**config.mk**
```make
export PLATFORM = sky130hd
export DESIGN_NAME = pkt_fifo_reader_avlstrm_flat
export DESIGN_NICKNAME = d
export VERILOG_FILES = /design/src/rtl/pkt_reader_pkg.sv /design/src/rtl/avl_stream_if.sv /design/src/rtl/avlstrm_pipe_reg.sv /design/src/rtl/pkt_fifo_reader_avlstrm.sv /design/src/flat_wrapper.sv
export SDC_FILE = /design/constraint.sdc
export NUM_CORES = 1
export LEC_CHECK = 0
export ABC_AREA = 1
export CORE_AREA = 2 2 451 453
export DETAILED_ROUTE_END_ITERATION = 6
export DIE_AREA = 0 0 453 455
export PLACE_DENSITY = 0.37
export SKIP_CTS_REPAIR_TIMING = 1
export SYNTH_ARGS = -nofsm -noshare
export SYNTH_HDL_FRONTEND = slang
export SYNTH_SLANG_ARGS = --single-unit
```
**constraint.sdc**
```tcl
create_clock -name clk -period 2 [get_ports clk]
set_input_delay 0.2 -clock clk [delete_from_list [all_inputs] [get_ports clk]]
set_output_delay 0.2 -clock clk [all_outputs]
set_load 0.05 [all_outputs]
```
**src/rtl/pkt_reader_pkg.sv**
```systemverilog
// Shared types and constants for the packet FIFO reader: FSM states, counter width,
// default stream geometry and the empty-field width helper.
package pkt_reader_pkg;

    typedef enum logic [1:0] {
        IDLE = 2'd0,
        PKT  = 2'd1,
        DROP = 2'd2
    } rd_state_e;

    localparam int CNT_W                = 32;
    localparam int DEF_SYMBOLS_PER_BEAT = 64;
    localparam int DEF_BITS_PER_SYMBOL  = 8;
    localparam int DEF_DATA_W           = DEF_SYMBOLS_PER_BEAT * DEF_BITS_PER_SYMBOL;
    localparam int DEF_EMPTY_W          = $clog2(DEF_SYMBOLS_PER_BEAT);

    // A one-symbol beat still needs a 1-bit empty field to keep the port legal.
    function automatic int empty_w(input int symbols);
        return (symbols > 1) ? $clog2(symbols) : 1;
    endfunction

endpackage

```
**src/rtl/avl_stream_if.sv**
```systemverilog
// Avalon-ST packet stream bundle; tx drives a stream, rx consumes one.
interface avl_stream_if #(
    parameter int DATA_W  = pkt_reader_pkg::DEF_DATA_W,
    parameter int EMPTY_W = pkt_reader_pkg::DEF_EMPTY_W
);
    logic [DATA_W-1:0]  data;
    logic               valid;
    logic               ready;
    logic               sop;
    logic               eop;
    logic [EMPTY_W-1:0] empty;
    logic               almost_full;

    modport tx (output data, valid, sop, eop, empty, input ready);
    modport rx (input data, valid, sop, eop, empty, almost_full, output ready);
endinterface

```
**src/rtl/avlstrm_pipe_reg.sv**
```systemverilog
// One-beat Avalon-ST output register holding data/sop/eop/empty.
// Latency: 1 cycle from accepted input to out_vld.
// Backpressure: in_rdy = ~out_vld | out_rdy, combinational; payload holds while stalled.
module avlstrm_pipe_reg #(
    parameter int DATA_W  = 512,
    parameter int EMPTY_W = 6
) (
    input  logic               clk,
    input  logic               rst_n,
    input  logic               in_vld,
    output logic               in_rdy,
    input  logic [DATA_W-1:0]  in_dat,
    input  logic               in_sop,
    input  logic               in_eop,
    input  logic [EMPTY_W-1:0] in_empty,
    output logic               out_vld,
    input  logic               out_rdy,
    output logic [DATA_W-1:0]  out_dat,
    output logic               out_sop,
    output logic               out_eop,
    output logic [EMPTY_W-1:0] out_empty
);
    logic               vld_q, vld_d;
    logic [DATA_W-1:0]  dat_q, dat_d;
    logic               sop_q, sop_d;
    logic               eop_q, eop_d;
    logic [EMPTY_W-1:0] empty_q, empty_d;

    assign in_rdy = ~vld_q | out_rdy;

    always_comb begin
        vld_d   = vld_q;
        dat_d   = dat_q;
        sop_d   = sop_q;
        eop_d   = eop_q;
        empty_d = empty_q;
        if (in_rdy) begin
            vld_d = in_vld;
            if (in_vld) begin
                dat_d   = in_dat;
                sop_d   = in_sop;
                eop_d   = in_eop;
                empty_d = in_empty;
            end
        end
    end

    always_ff @(posedge clk or negedge rst_n) begin
        if (!rst_n) begin
            vld_q   <= 1'b0;
            dat_q   <= '0;
            sop_q   <= 1'b0;
            eop_q   <= 1'b0;
            empty_q <= '0;
        end else begin
            vld_q   <= vld_d;
            dat_q   <= dat_d;
            sop_q   <= sop_d;
            eop_q   <= eop_d;
            empty_q <= empty_d;
        end
    end

    assign out_vld   = vld_q;
    assign out_dat   = dat_q;
    assign out_sop   = sop_q;
    assign out_eop   = eop_q;
    assign out_empty = empty_q;

endmodule

```
**src/rtl/pkt_fifo_reader_avlstrm.sv**
```systemverilog
// Packet FIFO reader: enforces sop/eop framing, drops or truncates bad traffic, counts events.
// Optional length limit via PKT_READER_LEN_CHECK_EN. Latency: 1 cycle through the output register.
// Backpressure: in.ready = ~out_valid | out.ready; discarded beats still need in.ready.
module pkt_fifo_reader_avlstrm
    import pkt_reader_pkg::*;
#(
    parameter int SYMBOLS_PER_BEAT = DEF_SYMBOLS_PER_BEAT,
    parameter int BITS_PER_SYMBOL  = DEF_BITS_PER_SYMBOL,
    parameter int MAX_PKT_BEATS    = 32
) (
    input  logic             clk,
    input  logic             rst_n,
    avl_stream_if.rx         in,
    avl_stream_if.tx         out,
    output logic [CNT_W-1:0] pkt_cnt,
    output logic [CNT_W-1:0] err_cnt,
    output logic [CNT_W-1:0] drop_cnt
);
    localparam int DATA_W  = SYMBOLS_PER_BEAT * BITS_PER_SYMBOL;
    localparam int EMPTY_W = empty_w(SYMBOLS_PER_BEAT);

    rd_state_e          state_q, state_d;
    logic [CNT_W-1:0]   pkt_cnt_q, pkt_cnt_d;
    logic [CNT_W-1:0]   err_cnt_q, err_cnt_d;
    logic [CNT_W-1:0]   drop_cnt_q, drop_cnt_d;

    logic               in_rdy;
    logic               in_acc;
    logic               fwd_vld;
    logic               fwd_sop;
    logic               fwd_eop;
    logic [EMPTY_W-1:0] fwd_empty;
    logic               err_inc;
    logic               drop_inc;
    logic               len_hit;

    logic               out_vld;
    logic [DATA_W-1:0]  out_dat;
    logic               out_sop;
    logic               out_eop;
    logic [EMPTY_W-1:0] out_empty;

    assign in.ready = in_rdy;
    assign in_acc   = in.valid & in_rdy;

`ifdef PKT_READER_LEN_CHECK_EN
    localparam int BEAT_W = $clog2(MAX_PKT_BEATS + 1);

    logic [BEAT_W-1:0] beat_cnt_q, beat_cnt_d;

    // The count only lives while a packet is open; any exit from PKT clears it.
    always_comb begin
        beat_cnt_d = '0;
        if (state_d == PKT)
            beat_cnt_d = fwd_vld ? beat_cnt_q + BEAT_W'(1) : beat_cnt_q;
    end

    always_ff @(posedge clk or negedge rst_n) begin
        if (!rst_n) beat_cnt_q <= '0;
        else        beat_cnt_q <= beat_cnt_d;
    end

    assign len_hit = (beat_cnt_q == BEAT_W'(MAX_PKT_BEATS - 1));
`else
    assign len_hit = 1'b0;

    // MAX_PKT_BEATS has no effect without the length check; this keeps it referenced.
    if (MAX_PKT_BEATS < 2) begin : g_max_pkt_beats_unused
    end
`endif

    always_comb begin
        state_d   = state_q;
        fwd_vld   = 1'b0;
        fwd_sop   = 1'b0;
        fwd_eop   = in.eop;
        fwd_empty = in.eop ? in.empty : '0;
        err_inc   = 1'b0;
        drop_inc  = 1'b0;
        if (in_acc) begin
            case (state_q)
                IDLE: begin
                    if (in.sop) begin
                        fwd_vld = 1'b1;
                        fwd_sop = 1'b1;
                        if (!in.eop) state_d = PKT;
                    end else begin
                        drop_inc = 1'b1;
                        err_inc  = 1'b1;
                        if (!in.eop) state_d = DROP;
                    end
                end
                PKT: begin
                    fwd_vld = 1'b1;
                    if (in.sop) begin
                        // A new sop closes the open packet; the new packet is discarded.
                        fwd_eop   = 1'b1;
                        fwd_empty = '0;
                        err_inc   = 1'b1;
                        state_d   = in.eop ? IDLE : DROP;
                    end else if (in.eop) begin
                        state_d = IDLE;
                    end else if (len_hit) begin
                        fwd_eop   = 1'b1;
                        fwd_empty = '0;
                        err_inc   = 1'b1;
                        state_d   = DROP;
                    end
                end
                DROP: begin
                    drop_inc = 1'b1;
                    if (in.eop) state_d = IDLE;
                end
                default: state_d = IDLE;
            endcase
        end
    end

    always_comb begin
        pkt_cnt_d  = pkt_cnt_q + CNT_W'(out_vld & out.ready & out_eop);
        err_cnt_d  = err_cnt_q + CNT_W'(err_inc);
        drop_cnt_d = drop_cnt_q + CNT_W'(drop_inc);
    end

    always_ff @(posedge clk or negedge rst_n) begin
        if (!rst_n) begin
            state_q    <= IDLE;
            pkt_cnt_q  <= '0;
            err_cnt_q  <= '0;
            drop_cnt_q <= '0;
        end else begin
            state_q    <= state_d;
            pkt_cnt_q  <= pkt_cnt_d;
            err_cnt_q  <= err_cnt_d;
            drop_cnt_q <= drop_cnt_d;
        end
    end

    avlstrm_pipe_reg #(
        .DATA_W  (DATA_W),
        .EMPTY_W (EMPTY_W)
    ) u_pipe_reg (
        .clk       (clk),
        .rst_n     (rst_n),
        .in_vld    (fwd_vld),
        .in_rdy    (in_rdy),
        .in_dat    (in.data),
        .in_sop    (fwd_sop),
        .in_eop    (fwd_eop),
        .in_empty  (fwd_empty),
        .out_vld   (out_vld),
        .out_rdy   (out.ready),
        .out_dat   (out_dat),
        .out_sop   (out_sop),
        .out_eop   (out_eop),
        .out_empty (out_empty)
    );

    assign out.valid = out_vld;
    assign out.data  = out_dat;
    assign out.sop   = out_sop;
    assign out.eop   = out_eop;
    assign out.empty = out_empty;

    assign pkt_cnt  = pkt_cnt_q;
    assign err_cnt  = err_cnt_q;
    assign drop_cnt = drop_cnt_q;

endmodule
```
**src/flat_wrapper.sv**
```systemverilog
// flat-port wrapper written by rule: the top's interface ports become plain ports
module pkt_fifo_reader_avlstrm_flat import pkt_reader_pkg::*;
#(
    parameter int SYMBOLS_PER_BEAT = DEF_SYMBOLS_PER_BEAT,
    parameter int BITS_PER_SYMBOL  = DEF_BITS_PER_SYMBOL,
    parameter int MAX_PKT_BEATS    = 32
)
  (clk, rst_n, pkt_cnt, err_cnt, drop_cnt, in_data, in_valid, in_sop, in_eop, in_empty, in_almost_full, in_ready, out_data, out_valid, out_sop, out_eop, out_empty, out_ready);
  avl_stream_if in_i ();
  avl_stream_if out_i ();
  input  logic clk;
  input  logic rst_n;
  output logic [CNT_W-1:0] pkt_cnt;
  output logic [CNT_W-1:0] err_cnt;
  output logic [CNT_W-1:0] drop_cnt;
  input wire logic [$bits(in_i.data)-1:0] in_data;
  input wire logic [$bits(in_i.valid)-1:0] in_valid;
  input wire logic [$bits(in_i.sop)-1:0] in_sop;
  input wire logic [$bits(in_i.eop)-1:0] in_eop;
  input wire logic [$bits(in_i.empty)-1:0] in_empty;
  input wire logic [$bits(in_i.almost_full)-1:0] in_almost_full;
  output wire logic [$bits(in_i.ready)-1:0] in_ready;
  output wire logic [$bits(out_i.data)-1:0] out_data;
  output wire logic [$bits(out_i.valid)-1:0] out_valid;
  output wire logic [$bits(out_i.sop)-1:0] out_sop;
  output wire logic [$bits(out_i.eop)-1:0] out_eop;
  output wire logic [$bits(out_i.empty)-1:0] out_empty;
  input wire logic [$bits(out_i.ready)-1:0] out_ready;
  assign in_i.data = in_data;
  assign in_i.valid = in_valid;
  assign in_i.sop = in_sop;
  assign in_i.eop = in_eop;
  assign in_i.empty = in_empty;
  assign in_i.almost_full = in_almost_full;
  assign in_ready = in_i.ready;
  assign out_data = out_i.data;
  assign out_valid = out_i.valid;
  assign out_sop = out_i.sop;
  assign out_eop = out_i.eop;
  assign out_empty = out_i.empty;
  assign out_i.ready = out_ready;
  pkt_fifo_reader_avlstrm #(.SYMBOLS_PER_BEAT(SYMBOLS_PER_BEAT), .BITS_PER_SYMBOL(BITS_PER_SYMBOL), .MAX_PKT_BEATS(MAX_PKT_BEATS)) u_core (.clk(clk), .rst_n(rst_n), .in(in_i), .out(out_i), .pkt_cnt(pkt_cnt), .err_cnt(err_cnt), .drop_cnt(drop_cnt));
endmodule
```
**Word-level counts from Yosys, hierarchy flattened**

Cells that the tools add are included.

- Input bits: 525
- Register bits after elaboration: 619

- Bitwise gates (word level): 5
- Multiplexer cells: 25
- Reduce and logical (&&, ||, !) cells: 3
- Equal/unequal tests: 3
- Add/sub/neg operators: 3

Operators by type and width:

| kind | count |
|---|---|
| 32-bit by 1-bit adder with 32-bit output | 2 |
| 32-bit adder | 1 |
| 32-bit by 1-bit AND with 32-bit output | 1 |
| 6-bit two-way mux | 4 |
| 2-bit two-way mux | 6 |
| 1-bit two-way mux | 11 |
| 1-bit case mux with 2 select lines | 3 |
| 2-bit case mux with 3 select lines | 1 |
| 2-bit AND reduction | 2 |
| 1-bit AND | 2 |
| 2-bit by 1-bit == test with 1-bit output (second input constant) | 1 |
| 2-bit == test (second input constant) | 1 |
| 2-bit logical NOT | 1 |
| 2-bit inequality test (second input constant) | 1 |
| 1-bit inverter | 1 |
| 1-bit OR | 1 |

**Logic depth before layout (Yosys ltp)**

- Word-level depth: 5
- Depth in mapped cells: 15
- Gate-level depth less buffers: 15

**Modules after synthesis**

From an unflattened synthesis, not the netlist that was laid out.

- Cells, all modules: 3022
- Area, all modules: 25946.1 um^2

By module, submodules not included:

| module | area each (um^2) | times used | cells an instance |
|---|---|---|---|
| avlstrm_pipe_reg | 20425.8 | 1 | 2257 |
| pkt_fifo_reader_avlstrm | 5520.3 | 1 | 765 |

**Least setup slack after synthesis**

Ideal clock, no wire load.

- Path kind: reg2reg
- From: reg u_core.u_pipe_reg.vld_q (netlist: u_core.u_pipe_reg.out_vld)
- To: reg u_core.err_cnt_q[16] (netlist: u_core.err_cnt[16])
- Slack: -0.803 ns
- Arrival: 2.721 ns
- Setup time: 0.082 ns
- Cell stages (with the launch flop): 13
- Period minus slack after synthesis: 2.803 ns
- Cell sequence: dfrtp_1 nand2_1 nand2_1 inv_1 nand3_1 o31ai_1 ha_1 ha_1 inv_1 nor2_1 nand2_1 nor2_1 xor2_1

- Longest elaborated chain between the ends: 5

RTL lines:

| element | RTL line | text |
|---|---|---|
| start: declaration | avlstrm_pipe_reg.sv:23 | `logic vld_q, vld_d;` |
| start signal: assignment | avlstrm_pipe_reg.sv:56 | `vld_q <= vld_d;` |
| 1-bit inverter | avlstrm_pipe_reg.sv:29 | `assign in_rdy = ~vld_q \| out_rdy;` |
| 1-bit OR | avlstrm_pipe_reg.sv:29 |  |
| named net in_ready | flat_wrapper.sv:22 | `output wire logic [$bits(in_i.ready)-1:0] in_ready;` |
| 1-bit AND | pkt_fifo_reader_avlstrm.sv:44 | `assign in_acc = in.valid & in_rdy;` |
| 1-bit two-way mux | pkt_fifo_reader_avlstrm.sv:80 | `if (in_acc) begin` |
| 32-bit by 1-bit adder with 32-bit output | pkt_fifo_reader_avlstrm.sv:121 | `err_cnt_d = err_cnt_q + CNT_W'(err_inc);` |
| named net u_core.err_cnt_d[16] | pkt_fifo_reader_avlstrm.sv:24 | `logic [CNT_W-1:0] err_cnt_q, err_cnt_d;` |
| end signal: assignment | pkt_fifo_reader_avlstrm.sv:134 | `err_cnt_q <= err_cnt_d;` |
| end: declaration | pkt_fifo_reader_avlstrm.sv:24 |  |

The timed path passes the listed nets, and every way through them passes these cells.
A chain may end at the register's enable or synchronous reset.

**Worst setup path after layout**

- From: reg u_core.u_pipe_reg.dat_q[368] (netlist: u_core.u_pipe_reg.out_dat[368])
- To: out out_data[368]

RTL lines:

| element | RTL line | text |
|---|---|---|
| start: declaration | avlstrm_pipe_reg.sv:24 | `logic [DATA_W-1:0] dat_q, dat_d;` |
| start signal: assignment | avlstrm_pipe_reg.sv:57 | `dat_q <= dat_d;` |
| end: declaration | flat_wrapper.sv:23 | `output wire logic [$bits(out_i.data)-1:0] out_data;` |

No word-level cell between the ends.

==> key figures <==
Critical path
  • Reg2reg path depth: 15
  • Startpoint types: flop
  • CP Depth: 1
  • Worst-path cell chain: dlymetal6s2s_1
  • Crit end category: output pin
  • R2R Path Start: u_core.u_pipe_reg.out_vld$_DFFE_PN0N_
  • Critical Path AT: 1.70 ns
  • CP peak stage delay: 0.53 ns
  • Worst R2R Setup Slack: 0.12 ns
  • WS Path Type: flop to output pin
  • CP max-delay cell: dfrtp_1
  • Buf+Inv Stages, Crit Path: 1
  • Crit Path Max Fanout: 2
  • Crit path max-delay family: flip-flops
  • Required @ worst endpoint: 1.80 ns
  • FF-to-FF End: u_core.err_cnt[24]$_DFF_PN0_

STA
  • Slew @ Worst Pin: 0.633 ns
  • Clock skew: 0.0241 ns
  • Slack of the critical path: 0.103 ns
  • RSZ-0062 raised after global routing: yes
  • Hold Fails Final Rpt: 0
  • Final setup viols: 0
  • Worst hold slack: 0.0364 ns
  • Headroom to the max-slew limit: 57.7%
  • Post-layout min period: 1.90 ns
  • Final Slew Violations: 0
  • Period utilization: 94.8%
  • Fmax: 527 MHz

Global route
  • GRT overflow: 0
  • Largest net degree at the start of global routing: 58
  • Met1 Usage GRT: 16.2%
  • GRT met3 Usage: 4.31%
  • Vias in the first global route: 24490
  • Global-route usage over all layers: 13.7%
  • Most used routing layer: met2
  • Antenna violations before repair: 64
  • First-pass GRT wire length: 198000 µm
  • Met2 Use GR: 22.9%

CTS
  • H-tree lvl count: 3
  • Root Driver: clkbuf_16
  • TritonCTS buffer count: 83
  • Worst-path clk slew: 0.06 ns
  • CTS Sinks: 619
  • CTS tree: yes
  • CTS Buffer Depth: 3
  • Clock latency on the worst-skew pair: 0.69 ns

Placed design
  • Final GP Congestion: 0.862
  • Dpl ws: -0.402 ns
  • I/O Buffers: 1141
  • HPWL after detailed placement: 119000 µm

Hold path
  • Hold wc startpoint: in_data[110]
  • Hold EP: u_core.u_pipe_reg.out_dat[110]$_DFFE_PN0P_
  • HP Class: primary input to flop
  • Hold Crit Depth: 3

Yosys
  • Yosys reg bits: 619
  • Synth Warn #: 0
  • Syn nets: 3478
  • Synth Area per Inst: 8.41 µm²
  • Post-Synthesis Cells: 2946
  • Sequential-to-total area share from yosys stat: 62.5%
  • Netlist cell types: 17
  • Cell area after synthesis: 24800 µm²

Floorplanning
  • I/O Pins: 1143
  • Floorplan core area: 201000 µm²
  • Initial Util: 12.3%
  • DIE WIDTH: 453 µm
  • Rows: 165
  • Die height: 455 µm
  • Die area: 206000 µm²

Route
  • Drt first pass iters: 5
  • Vias: 24104
  • Wire per inst: 20.9 µm
  • DRT iter0 DRCs: 1182
  • DRC violations left: 0
  • Vias per cell: 3.43
  • Routed WL: 147000 µm
  • Detail Route Antenna Nets: 0

Pwr
  • Total power: 70.2 mW
  • Peak supply drop: 0.000842 V
  • P per Cell Area: 1560 nW/µm²
  • Leakage: 26.4 nW

Finish
  • Final layout net count: 4789
  • Share of layout cells above drive strength 1: 12.2%
  • Syn-to-layout area delta: 81.8%
  • Commonest non-fill, non-tap cell in the layout: nand2_1
  • Register area: 15500 µm²
  • Multi-input gate area: 8710 µm²
  • FILL cells: 22239
  • Most frequent cells in the layout: nand2_1, dfrtp_1, clkdlybuf4s50_1

Run status
  • Status: completed

Run
  • Max-cap viol count: 0
kinds of logic after synthesis:
| kind of cell | count (synthesis) | synth area share (%) |
|---|---|---|
| AO/OA/AOI/OAI | 7 | 0.167 |
| XOR/XNOR | 44 | 1.56 |
| adder cells (fa/ha/maj) | 7 | 0.354 |
| flip-flops | 619 | 62.5 |
| buffers and inverters | 185 | 3.36 |
| AND/OR/NAND/NOR | 2084 | 32.0 |
worst max path at each step:
stage | from | end | slack, ns
finish | u_core.u_pipe_reg.out_dat[368]$_DFFE_PN0P_ | out_data[368] | 0.10
global route | u_core.u_pipe_reg.out_vld$_DFFE_PN0N_ | u_core.err_cnt[24]$_DFF_PN0_ | -0.03
CTS | u_core.drop_cnt[20]$_DFF_PN0_ | drop_cnt[20] | -0.40
detailed placement | out_ready | u_core.err_cnt[24]$_DFF_PN0_ | -0.40
global placement | out_ready | u_core.err_cnt[24]$_DFF_PN0_ | -0.43
floorplan | u_core.u_pipe_reg.out_vld$_DFFE_PN0N_ | u_core.err_cnt[28]$_DFF_PN0_ | 0.002
per-stage QoR:
step	util [%]	cell area [µm²]	cells	setup TNS, ns
after floorplan	-	24900	2946	0
after global placement	20.2	40600	6824	-106.02
after detailed placement	20.2	40600	6824	-105.25
after CTS	21.6	43500	6974	-92.12
after global routing	22.4	45000	7008	-0.0505
final	22.4	45000	7020	0
routing by layer:
layer,up-vias,part of all wire (%)
li1,11579,-
met1,11526,41
met2,770,49
met3,227,6.7
met4,2,3.6
met5,-,0.0089
report_power, final:
part           switching (mW)  leakage (nW)  internal, mW  total (mW)
clock                    6.41          1.43          9.48        15.9
combinational            24.3          17.1          10.1        34.5
sequential               2.88          7.79          17.0        19.8
total                    33.6          26.4          36.6        70.2
synth_stat cells:
cell / count / area share [%]
nand3b_1: 11 / 0.33
dfrtp_1: 619 / 63
inv_2: 1 / 0.015
xnor2_1: 16 / 0.57
nor3_1: 3 / 0.061
xor2_1: 28 / 0.99
inv_1: 70 / 1.1
nand3_1: 47 / 0.95
o21ai_0: 5 / 0.10
nand4_1: 2 / 0.051
clkbuf_1: 3 / 0.045
a21oi_2: 1 / 0.035
o31ai_1: 1 / 0.030
nand2_1: 1863 / 28
buf_2: 111 / 2.2
ha_1: 7 / 0.35
nor2_1: 158 / 2.4
flip-flops by register name, summed over array words and instances (netlist names):
register                     flops
u_core.u_pipe_reg.out_dat      512
u_core.drop_cnt                 32
u_core.err_cnt                  32
u_core.pkt_cnt                  32
u_core.u_pipe_reg.out_empty      6
u_core.state_q                   2
u_core.u_pipe_reg.out_eop        1
u_core.u_pipe_reg.out_sop        1
u_core.u_pipe_reg.out_vld        1
worst reg2reg max path: cells and delay by family, from the launching register on:
kind	cells	cell delay, ns
simple gates	8	0.59
flops	1	0.44
compound gates	1	0.06
fa+ha+maj	2	0.35
buf+inv	4	0.34
cell type report:
| type | instances | share of cell area [%] |
|---|---|---|
| Tap cell | 2672 | 7.42 |
| Multi-Input combinational cell | 2142 | 19.3 |
| Clock inverter | 32 | 0.964 |
| Inverter | 71 | 0.614 |
| Timing Repair Buffer | 1340 | 31.7 |
| Clock buffer | 118 | 5.44 |
| Sequential cell | 619 | 34.4 |
| Antenna cell | 26 | 0.144 |
Note: power is estimated with default switching activity, not from simulation.
